[src/rtl/wb_packet_scheduler_if.sv]
// Bus bundle between the write-back requesters (Edge PEs + decoder) and the
// packet SRAM write-back scheduler.
interface wb_packet_scheduler_if #(
  parameter int NUM_REQ = 5,
  parameter int DATA_W  = 16,
  parameter int LEN_W   = 4,
  parameter int ADDR_W  = 8
);
  localparam int ID_W = $clog2(NUM_REQ);

  logic [NUM_REQ-1:0]        req;
  logic [NUM_REQ*LEN_W-1:0]  req_len;
  logic [NUM_REQ-1:0]        beat_valid;
  logic [NUM_REQ*DATA_W-1:0] beat_data;
  logic                      sram_ready;
  logic [NUM_REQ-1:0]        grant;
  logic [NUM_REQ-1:0]        beat_ready;
  logic                      sram_wr_en;
  logic [ADDR_W-1:0]         sram_wr_addr;
  logic [DATA_W-1:0]         sram_wr_data;
  logic [ID_W-1:0]           owner_id;
  logic                      busy;

  // Requesters and SRAM side
  modport master (
    output req, req_len, beat_valid, beat_data, sram_ready,
    input  grant, beat_ready, sram_wr_en, sram_wr_addr, sram_wr_data, owner_id, busy
  );

  // Scheduler side
  modport slave (
    input  req, req_len, beat_valid, beat_data, sram_ready,
    output grant, beat_ready, sram_wr_en, sram_wr_addr, sram_wr_data, owner_id, busy
  );
endinterface

[src/rtl/wb_packet_scheduler.sv]
// Round-robin, burst-locked arbiter for the packet SRAM write-back port.
// Optional macro WB_SCHED_DECODER_PRIO_EN gives requester 0 (decoder) absolute priority.
module wb_packet_scheduler #(
  parameter int NUM_REQ = 5,
  parameter int DATA_W  = 16,
  parameter int LEN_W   = 4,
  parameter int ADDR_W  = 8
) (
  input logic                clk,
  input logic                reset,
  wb_packet_scheduler_if.slave bus
);
  localparam int ID_W = $clog2(NUM_REQ);

  typedef enum logic {IDLE, BURST} state_t;

  state_t             state_reg, state_next;
  logic [ID_W-1:0]    owner_reg, owner_next;
  logic [ID_W-1:0]    rr_ptr_reg, rr_ptr_next;
  logic [LEN_W-1:0]   remaining_reg, remaining_next;
  logic [ADDR_W-1:0]  addr_reg, addr_next;
  logic [NUM_REQ-1:0] grant_reg, grant_next;

  logic [DATA_W-1:0]  beat_data_arr [NUM_REQ];
  logic [LEN_W-1:0]   req_len_arr   [NUM_REQ];
  logic               busy;
  logic               accept;
  logic               found;
  logic [ID_W-1:0]    winner;

  assign busy = (state_reg == BURST);

  for (genvar gi = 0; gi < NUM_REQ; gi++) begin : g_req
    assign beat_data_arr[gi] = bus.beat_data[gi*DATA_W +: DATA_W];
    assign req_len_arr[gi]   = bus.req_len[gi*LEN_W +: LEN_W];
    assign bus.beat_ready[gi] = busy && (owner_reg == ID_W'(gi)) && bus.sram_ready;
  end

  // Search index over all requesters, wrapping modulo NUM_REQ.
  function automatic logic [ID_W-1:0] rr_idx(input int base, input int k);
    int idx;
    idx = base + k;
    if (idx >= NUM_REQ) idx = idx - NUM_REQ;
    return ID_W'(idx);
  endfunction

  // Search index over PEs only (1..NUM_REQ-1); a pointer of 0 starts at PE 1.
  function automatic logic [ID_W-1:0] pe_idx(input int base, input int k);
    int idx;
    idx = ((base < 1) ? 1 : base) + k;
    if (idx >= NUM_REQ) idx = idx - (NUM_REQ - 1);
    return ID_W'(idx);
  endfunction

  always_comb begin
    found  = 1'b0;
    winner = '0;
`ifdef WB_SCHED_DECODER_PRIO_EN
    if (bus.req[0]) begin
      found  = 1'b1;
      winner = '0;
    end else begin
      for (int k = 0; k < NUM_REQ - 1; k++) begin
        if (!found && bus.req[pe_idx(int'(rr_ptr_reg), k)]) begin
          found  = 1'b1;
          winner = pe_idx(int'(rr_ptr_reg), k);
        end
      end
    end
`else
    for (int k = 0; k < NUM_REQ; k++) begin
      if (!found && bus.req[rr_idx(int'(rr_ptr_reg), k)]) begin
        found  = 1'b1;
        winner = rr_idx(int'(rr_ptr_reg), k);
      end
    end
`endif
  end

  assign accept = busy && bus.beat_valid[owner_reg] && bus.sram_ready;

  always_ff @(posedge clk or negedge reset) begin
    if (!reset) begin
      state_reg     <= IDLE;
      owner_reg     <= '0;
      rr_ptr_reg    <= '0;
      remaining_reg <= '0;
      addr_reg      <= '0;
      grant_reg     <= '0;
    end else begin
      state_reg     <= state_next;
      owner_reg     <= owner_next;
      rr_ptr_reg    <= rr_ptr_next;
      remaining_reg <= remaining_next;
      addr_reg      <= addr_next;
      grant_reg     <= grant_next;
    end
  end

  always_comb begin
    state_next     = state_reg;
    owner_next     = owner_reg;
    rr_ptr_next    = rr_ptr_reg;
    remaining_next = remaining_reg;
    addr_next      = addr_reg;
    grant_next     = grant_reg;
    case (state_reg)
      IDLE: begin
        if (found) begin
          state_next     = BURST;
          owner_next     = winner;
          remaining_next = req_len_arr[winner];
          grant_next     = NUM_REQ'(1) << winner;
        end
      end
      BURST: begin
        if (accept) begin
          addr_next = addr_reg + 1'b1;
          if (remaining_reg == '0) begin
            state_next = IDLE;
            grant_next = '0;
`ifdef WB_SCHED_DECODER_PRIO_EN
            // Decoder wins do not disturb the PE rotation.
            if (owner_reg != '0)
              rr_ptr_next = (owner_reg == ID_W'(NUM_REQ - 1)) ? ID_W'(1) : owner_reg + 1'b1;
`else
            rr_ptr_next = (owner_reg == ID_W'(NUM_REQ - 1)) ? '0 : owner_reg + 1'b1;
`endif
          end else begin
            remaining_next = remaining_reg - 1'b1;
          end
        end
      end
      default: state_next = IDLE;
    endcase
  end

  assign bus.grant        = grant_reg;
  assign bus.busy         = busy;
  assign bus.owner_id     = owner_reg;
  assign bus.sram_wr_en   = accept;
  assign bus.sram_wr_addr = addr_reg;
  assign bus.sram_wr_data = busy ? beat_data_arr[owner_reg] : '0;
endmodule

[src/flat_wrapper.sv]
// flat-port wrapper written by rule: the top's interface ports become plain ports
module wb_packet_scheduler_flat 
#(
  parameter int NUM_REQ = 5,
  parameter int DATA_W  = 16,
  parameter int LEN_W   = 4,
  parameter int ADDR_W  = 8
)
  (clk, reset, bus_req, bus_req_len, bus_beat_valid, bus_beat_data, bus_sram_ready, bus_grant, bus_beat_ready, bus_sram_wr_en, bus_sram_wr_addr, bus_sram_wr_data, bus_owner_id, bus_busy);
  wb_packet_scheduler_if #(.NUM_REQ(NUM_REQ), .DATA_W(DATA_W), .LEN_W(LEN_W), .ADDR_W(ADDR_W)) bus_i ();
  input logic clk;
  input logic reset;
  input wire logic [$bits(bus_i.req)-1:0] bus_req;
  input wire logic [$bits(bus_i.req_len)-1:0] bus_req_len;
  input wire logic [$bits(bus_i.beat_valid)-1:0] bus_beat_valid;
  input wire logic [$bits(bus_i.beat_data)-1:0] bus_beat_data;
  input wire logic [$bits(bus_i.sram_ready)-1:0] bus_sram_ready;
  output wire logic [$bits(bus_i.grant)-1:0] bus_grant;
  output wire logic [$bits(bus_i.beat_ready)-1:0] bus_beat_ready;
  output wire logic [$bits(bus_i.sram_wr_en)-1:0] bus_sram_wr_en;
  output wire logic [$bits(bus_i.sram_wr_addr)-1:0] bus_sram_wr_addr;
  output wire logic [$bits(bus_i.sram_wr_data)-1:0] bus_sram_wr_data;
  output wire logic [$bits(bus_i.owner_id)-1:0] bus_owner_id;
  output wire logic [$bits(bus_i.busy)-1:0] bus_busy;
  assign bus_i.req = bus_req;
  assign bus_i.req_len = bus_req_len;
  assign bus_i.beat_valid = bus_beat_valid;
  assign bus_i.beat_data = bus_beat_data;
  assign bus_i.sram_ready = bus_sram_ready;
  assign bus_grant = bus_i.grant;
  assign bus_beat_ready = bus_i.beat_ready;
  assign bus_sram_wr_en = bus_i.sram_wr_en;
  assign bus_sram_wr_addr = bus_i.sram_wr_addr;
  assign bus_sram_wr_data = bus_i.sram_wr_data;
  assign bus_owner_id = bus_i.owner_id;
  assign bus_busy = bus_i.busy;
  wb_packet_scheduler #(.NUM_REQ(NUM_REQ), .DATA_W(DATA_W), .LEN_W(LEN_W), .ADDR_W(ADDR_W)) u_core (.clk(clk), .reset(reset), .bus(bus_i));
endmodule
[config.mk]
export PLATFORM = sky130hd
export DESIGN_NAME = wb_packet_scheduler_flat
export DESIGN_NICKNAME = d
export VERILOG_FILES = /design/src/rtl/wb_packet_scheduler_if.sv /design/src/rtl/wb_packet_scheduler.sv /design/src/flat_wrapper.sv
export SDC_FILE = /design/constraint.sdc
export NUM_CORES = 1
export LEC_CHECK = 0
export ABC_CLOCK_PERIOD_IN_PS = 3600
export CAP_MARGIN = 5
export CORE_UTILIZATION = 38
export DETAILED_ROUTE_END_ITERATION = 12
export GPL_ROUTABILITY_DRIVEN = 0
export PLACE_DENSITY_LB_ADDON = 0.2
export SYNTH_ARGS = -nofsm -noshare
export SYNTH_HDL_FRONTEND = slang
export SYNTH_SLANG_ARGS = --single-unit
[constraint.sdc]
create_clock -name clk -period 3.6 [get_ports clk]
set_clock_uncertainty 0.05 [all_clocks]
set_input_delay 0.36 -clock clk [delete_from_list [all_inputs] [get_ports clk]]
set_output_delay 0.36 -clock clk [all_outputs]
set_load 0.01 [all_outputs]
* Yosys cells after proc, flatten, opt, wreduce, memory -nomap -nowiden
Cells that the tools add are included.
** Storage, ports and cells
- Register bits after elaboration :: 24
- Bits of input ports :: 113
- Output and inout bits :: 39
- Word-level logic and storage cells :: 117
** Operators by class
- Add/subtract/negate cells :: 12
- Magnitude comparators :: 13
- Equal/unequal tests :: 8
- Shift operators :: 1
- Mux-type cells :: 47
- Bitwise gates (word level) :: 3
- Reduce and logical (&&, ||, !) cells :: 27
** Operators with widths (number)
- $bmux 16 s3 :: 1
- $mux 16 :: 3
- $mux 3 :: 11
- $lt 3x4->1 const B :: 6
- $mux 4 :: 5
- $bmux 1 s3 :: 6
- $ge 4x3->1 const B :: 4
- $logic_and 1x1->1 :: 16
- $mux 5 :: 3
- $sub 3x3->3 const B :: 5
- $mux 1 :: 14
- $bmux 4 s3 :: 1
- $pmux 5 s2 :: 1
- $reduce_and 3->1 :: 3
- $add 3x2->4 const B :: 2
- $add 8x1->8 const B :: 1
- $ge 4x4->1 const B :: 2
- $not 3->4 :: 2
- $pmux 4 s2 :: 1
- $eq 3x2->1 const B :: 2
- $ne 2x2->1 const B :: 3
- $shl 1x3->5 const A :: 1
- $add 3x1->4 const B :: 1
- $add 3x3->4 const B :: 1
- other kinds (12) :: 16

* Longest topological paths before layout
- Depth after elaboration :: 23
- Depth in mapped cells :: 17
- Depth with buffers taken out :: 14

* Worst setup path after synthesis
Ideal clock, no wire load.
- Kind :: register to register
- From :: reg u_core.rr_ptr_reg[0]
- To :: reg u_core.remaining_reg[0]
- Library setup time :: 0.126 ns
- Arrival :: 3.739 ns
- Data required time :: 3.424 ns
- Path slack :: -0.315 ns
- Cell stages (with the launch flop) :: 17
- Buffers on the path :: 4
- Period minus slack after synthesis :: 3.915 ns
- Cells stage by stage :: dfrtp_1 > buf_6 > buf_6 > inv_2 > ha_1 > ha_1 > buf_2 > a21oi_1 > mux2i_2 > a31oi_2 > a311oi_4 > o211ai_2 > a311oi_2 > buf_4 > mux2i_1 > mux2i_1 > a221o_1
** On the way
- Word-level cells in the longest chain between the ends :: 23
- Elaborated cells between the ends (all ways) :: 55
- Those cells by class :: 9 x add/sub; 5 x order compare; 1 x eq/ne; 30 x mux; 1 x bitwise; 9 x reduce/logical
** RTL lines
- from (decl) :: line wb_packet_scheduler.sv:19 : logic [ID_W-1:0] rr_ptr_reg, rr_ptr_next;
- from (signal assigned) :: line wb_packet_scheduler.sv:93 : rr_ptr_reg <= rr_ptr_next;
- parallel branches: the longest is 23 deep, another holds $add 3x1->4
- to (signal assigned) :: line wb_packet_scheduler.sv:94 : remaining_reg <= remaining_next;
- to (decl) :: line wb_packet_scheduler.sv:20 : logic [LEN_W-1:0] remaining_reg, remaining_next;
Parallel ways; which one is timed is not known. The select of a mux whose other input is x is not followed.
A chain may end at the register's enable or synchronous reset.

* Final worst setup path
Ends and elaborated chain as after synthesis.

==> run summary <==
Hold Vio Cnt, Final: 0
CTS root buf: clkbuf_8
Max H-tree Level: 1
Seq cells post-synth: 24
Area Overhead vs Synth: 65.96%
Layout cell share with drive strength beyond 1: 23.60%
Clk Latency, worst-skew pair: 0.28 ns
Routed Antenna Nets: 0
Synth warnings: 0
CTS Hold Buffers Added: 0
Post-synth top area share: 18.74%
Drt initial violations: 177
Max_cap viols: 0
Static Leakage: 0.002187 µW
RSZ-0062 raised after global routing: true
DRC: 0
Critical path's slowest cell: fa_2
Pre-antenna DRT Iters: 4
CP cell instances: clkinv_4 -> ha_4 -> inv_2 -> fa_2 -> o21ba_4 -> or2_4 -> o21ai_4 -> o41a_1 -> o211ai_2 -> a311oi_2 -> clkbuf_16 -> buf_8 -> mux2i_1 -> mux2i_1 -> a221o_1
TritonCTS buffer count: 3
Vias: 3534
Main synth FF type: dfrtp_1
Total track usage: 24.06%
Cell taking the most area after synthesis: dfrtp_1
Worst slew pin tran: 1.091 ns
Worst EP arrival: 3.71 ns
Filler Cells Inserted: 687
Failing checks: negative setup slack
Status: finished with violations
I/O pin count: 152
Synth Net Count: 468
Asr flop ratio synth: 100.0%
# port buffers: 151
Placed instance count: 603
Critical path class: reg -> reg
Global-route wire length before repair: 16540 µm
Die area: 0.008807 mm²
CP startpoint kind: flip-flop
Avg Inst Size Synth: 9.484 µm²
Critical Path Most Common Cell: mux2i_1
Antenna Cells: 0
Met1 Wirelength: 4539 µm
Final Core Density: 65.08%
Min cycle time layout: 3.601 ns
Largest net degree at the start of global routing: 25
Clock Sinks: 24
Sequential area share after synthesis: 18.74%
Synth cell types: 76
WP data required: 3.71 ns
Post-DR vias/cell: 5.682
Maximum fanout along the worst path: 5
CP endpoint kind: flip-flop
Fin crit share: 100.0%
Hold_ws: 0.4410 ns
DR WL met3: 876 µm
Setup-failing EPs final: 1
Wirelength per Cell: 17.90 µm
Core Rows: 33
Largest register FFs: 8
Fmax: 0.2777 GHz
EDFF count, synth: 0
Met2 wire len: 5622 µm
Initial antenna violation count: 0
Cell count after synthesis: 338
Initial Util: 39.21%
DP HPWL: 8917 µm
CTS tree: done
CTS clk-pin slew, worst paths: 0.09 ns
Die Span Y: 93.85 µm
Worst vdd ir: 863.3 µV
Routed WL: 11130 µm
Vias in the first global route: 3273
Core area: 0.008175 mm²
Post-route insts no fill: 622
Max layer used: met4
Mapped Area: 0.003206 mm²
CP peak stage delay: 0.51 ns
Setup slack after layout: -0.0006088 ns
Cell area power density: 1062 mW/mm²
Final Max Slew Viols: 0
Die width: 93.85 µm
Hold crit path type: reg -> reg
Rel. slew slack: 27.05%
Top cells by area, synth: dfrtp_1 19%, mux4_2 13%, mux2i_1 6.6%, ha_1 6.2%, a22o_1 5.2%
Nets: 648
Total power: 5652 µW
Clock buffer depth: 2
GRT Residual Overflow: 0
Setup TNS: -0.0006088 ns
[cells in the mapped netlist (all sizes together) (2+ instances only)]
cell	number
dfrtp	24
mux2i	22
nand2	21
nor2	21
a22o	19
mux4	18
inv	17
a21oi	16
ha	16
buf	14
o21ai	14
nand2b	10
nand3	10
nor2b	8
nor3	8
and3	6
clkbuf	6
xnor2	6
a211oi	5
a31oi	5
mux2	5
nand4	5
a21o	4
a22oi	4
o211ai	4
xor2	4
a221oi	3
o22ai	3
a211o	2
a221o	2
a311oi	2
a31o	2
and2	2
nand3b	2
nor3b	2
nor4	2
o21a	2
o21bai	2
or2	2
[final timing paths]
path                                       startpoint                    endpoint  slack [ns]  cells past startpoint
setup / recovery                 u_core.rr_ptr_reg[0]     u_core.remaining_reg[0]     -0.0006                     15
hold / removal             u_core.bus.sram_wr_addr[7]  u_core.bus.sram_wr_addr[7]        0.44                      1
setup reg to reg                 u_core.rr_ptr_reg[0]     u_core.remaining_reg[0]     -0.0006                     15
hold reg to reg            u_core.bus.sram_wr_addr[7]  u_core.bus.sram_wr_addr[7]        0.44                      1
max in group asynchronous                       reset        u_core.rr_ptr_reg[0]        2.16                      1
min in group asynchronous                       reset     u_core.remaining_reg[1]        0.61                      1
[per-layer routing]
layer,vias to the layer above,GRT usage [%]
met2,137,41.18
met3,9,4.045
met5,-,0
met1,1729,31.63
li1,1659,-
met4,0,5.256
[metrics by stage]
step	worst slack (ns)	cell area, µm²
2_1_floorplan	-0.02567	3248
3_3_place_gp	0.05818	4999
3_5_place_dp	0.0001226	4999
4_1_cts	0.01799	5071
5_1_grt	-0.1112	5320
6_report	-0.0006088	5320
[logic make-up (layout without fill, tap and decap cells)]
group                      Yosys count  after routing  synth area share, %
DFF                                 24             24                18.74
muxes                               45             45                21.39
adders and majority gates           17             17                6.870
AOI/OAI and AO/OA                  102            102                26.62
buffers and inverters               37            216                5.620
and+or+nand+nor                    103            103                17.80
xor gates and xnor gates            10             10                2.966
[where the power goes]
| group | total, µW | switching (µW) | leakage, µW | internal, µW |
|---|---|---|---|---|
| sequential | 498 | 126 | 0.000288 | 372 |
| combinational | 4910 | 2250 | 0.00186 | 2660 |
| clock | 242 | 93.5 | 0.0000357 | 149 |
[placed cells by master, fill, tap and decap left out, types with 4 or more instances in the layout]
master,synthesis,layout
ha_4,0,4
nand3_1,10,10
nand4_1,5,5
nand2b_1,10,9
xor2_1,4,4
nand2_1,21,21
nor2b_1,8,6
mux4_2,18,18
xnor2_1,5,5
buf_4,6,41
clkdlybuf4s50_1,0,151
and3_1,6,6
nor2_1,21,21
dfrtp_1,24,21
a21o_1,4,4
inv_1,16,14
a21oi_1,14,12
a22oi_1,4,4
a22o_1,19,19
o21ai_0,13,11
mux2i_1,21,20
a211oi_1,4,4
nor3_1,6,6
ha_1,16,10
[final cells by class]
class / instances / area, µm² / share of cell area, %
Clock buffer: 3 / 41.29 / 0.7761
Clock inverter: 1 / 30.03 / 0.5644
Inverter: 17 / 71.32 / 1.341
Multi-Input combinational cell: 277 / 2571 / 48.33
Sequential cell: 24 / 604.3 / 11.36
Tap cell: 105 / 131.4 / 2.469
Timing Repair Buffer: 195 / 1871 / 35.16
[worst max-delay path: cells and delay by family (launching register included)]
family | cells | cell delay [ns]
DFF | 1 | 0.46
buffers and inverters | 4 | 0.43
muxes | 2 | 0.27
AOI/OAI and AO/OA | 6 | 1.38
and+or+nand+nor | 1 | 0.24
adders and majority gates | 2 | 0.64
[timing repair]
item | CTS | global route
endpoints found under the hold margin | 0 | 0
buffers inserted | 0 | 15
gates resized for setup | 1 | 35
setup endpoints to repair | 4 | 7
pin swaps | 1 | 14
Note: power is estimated with default switching activity, not from simulation.
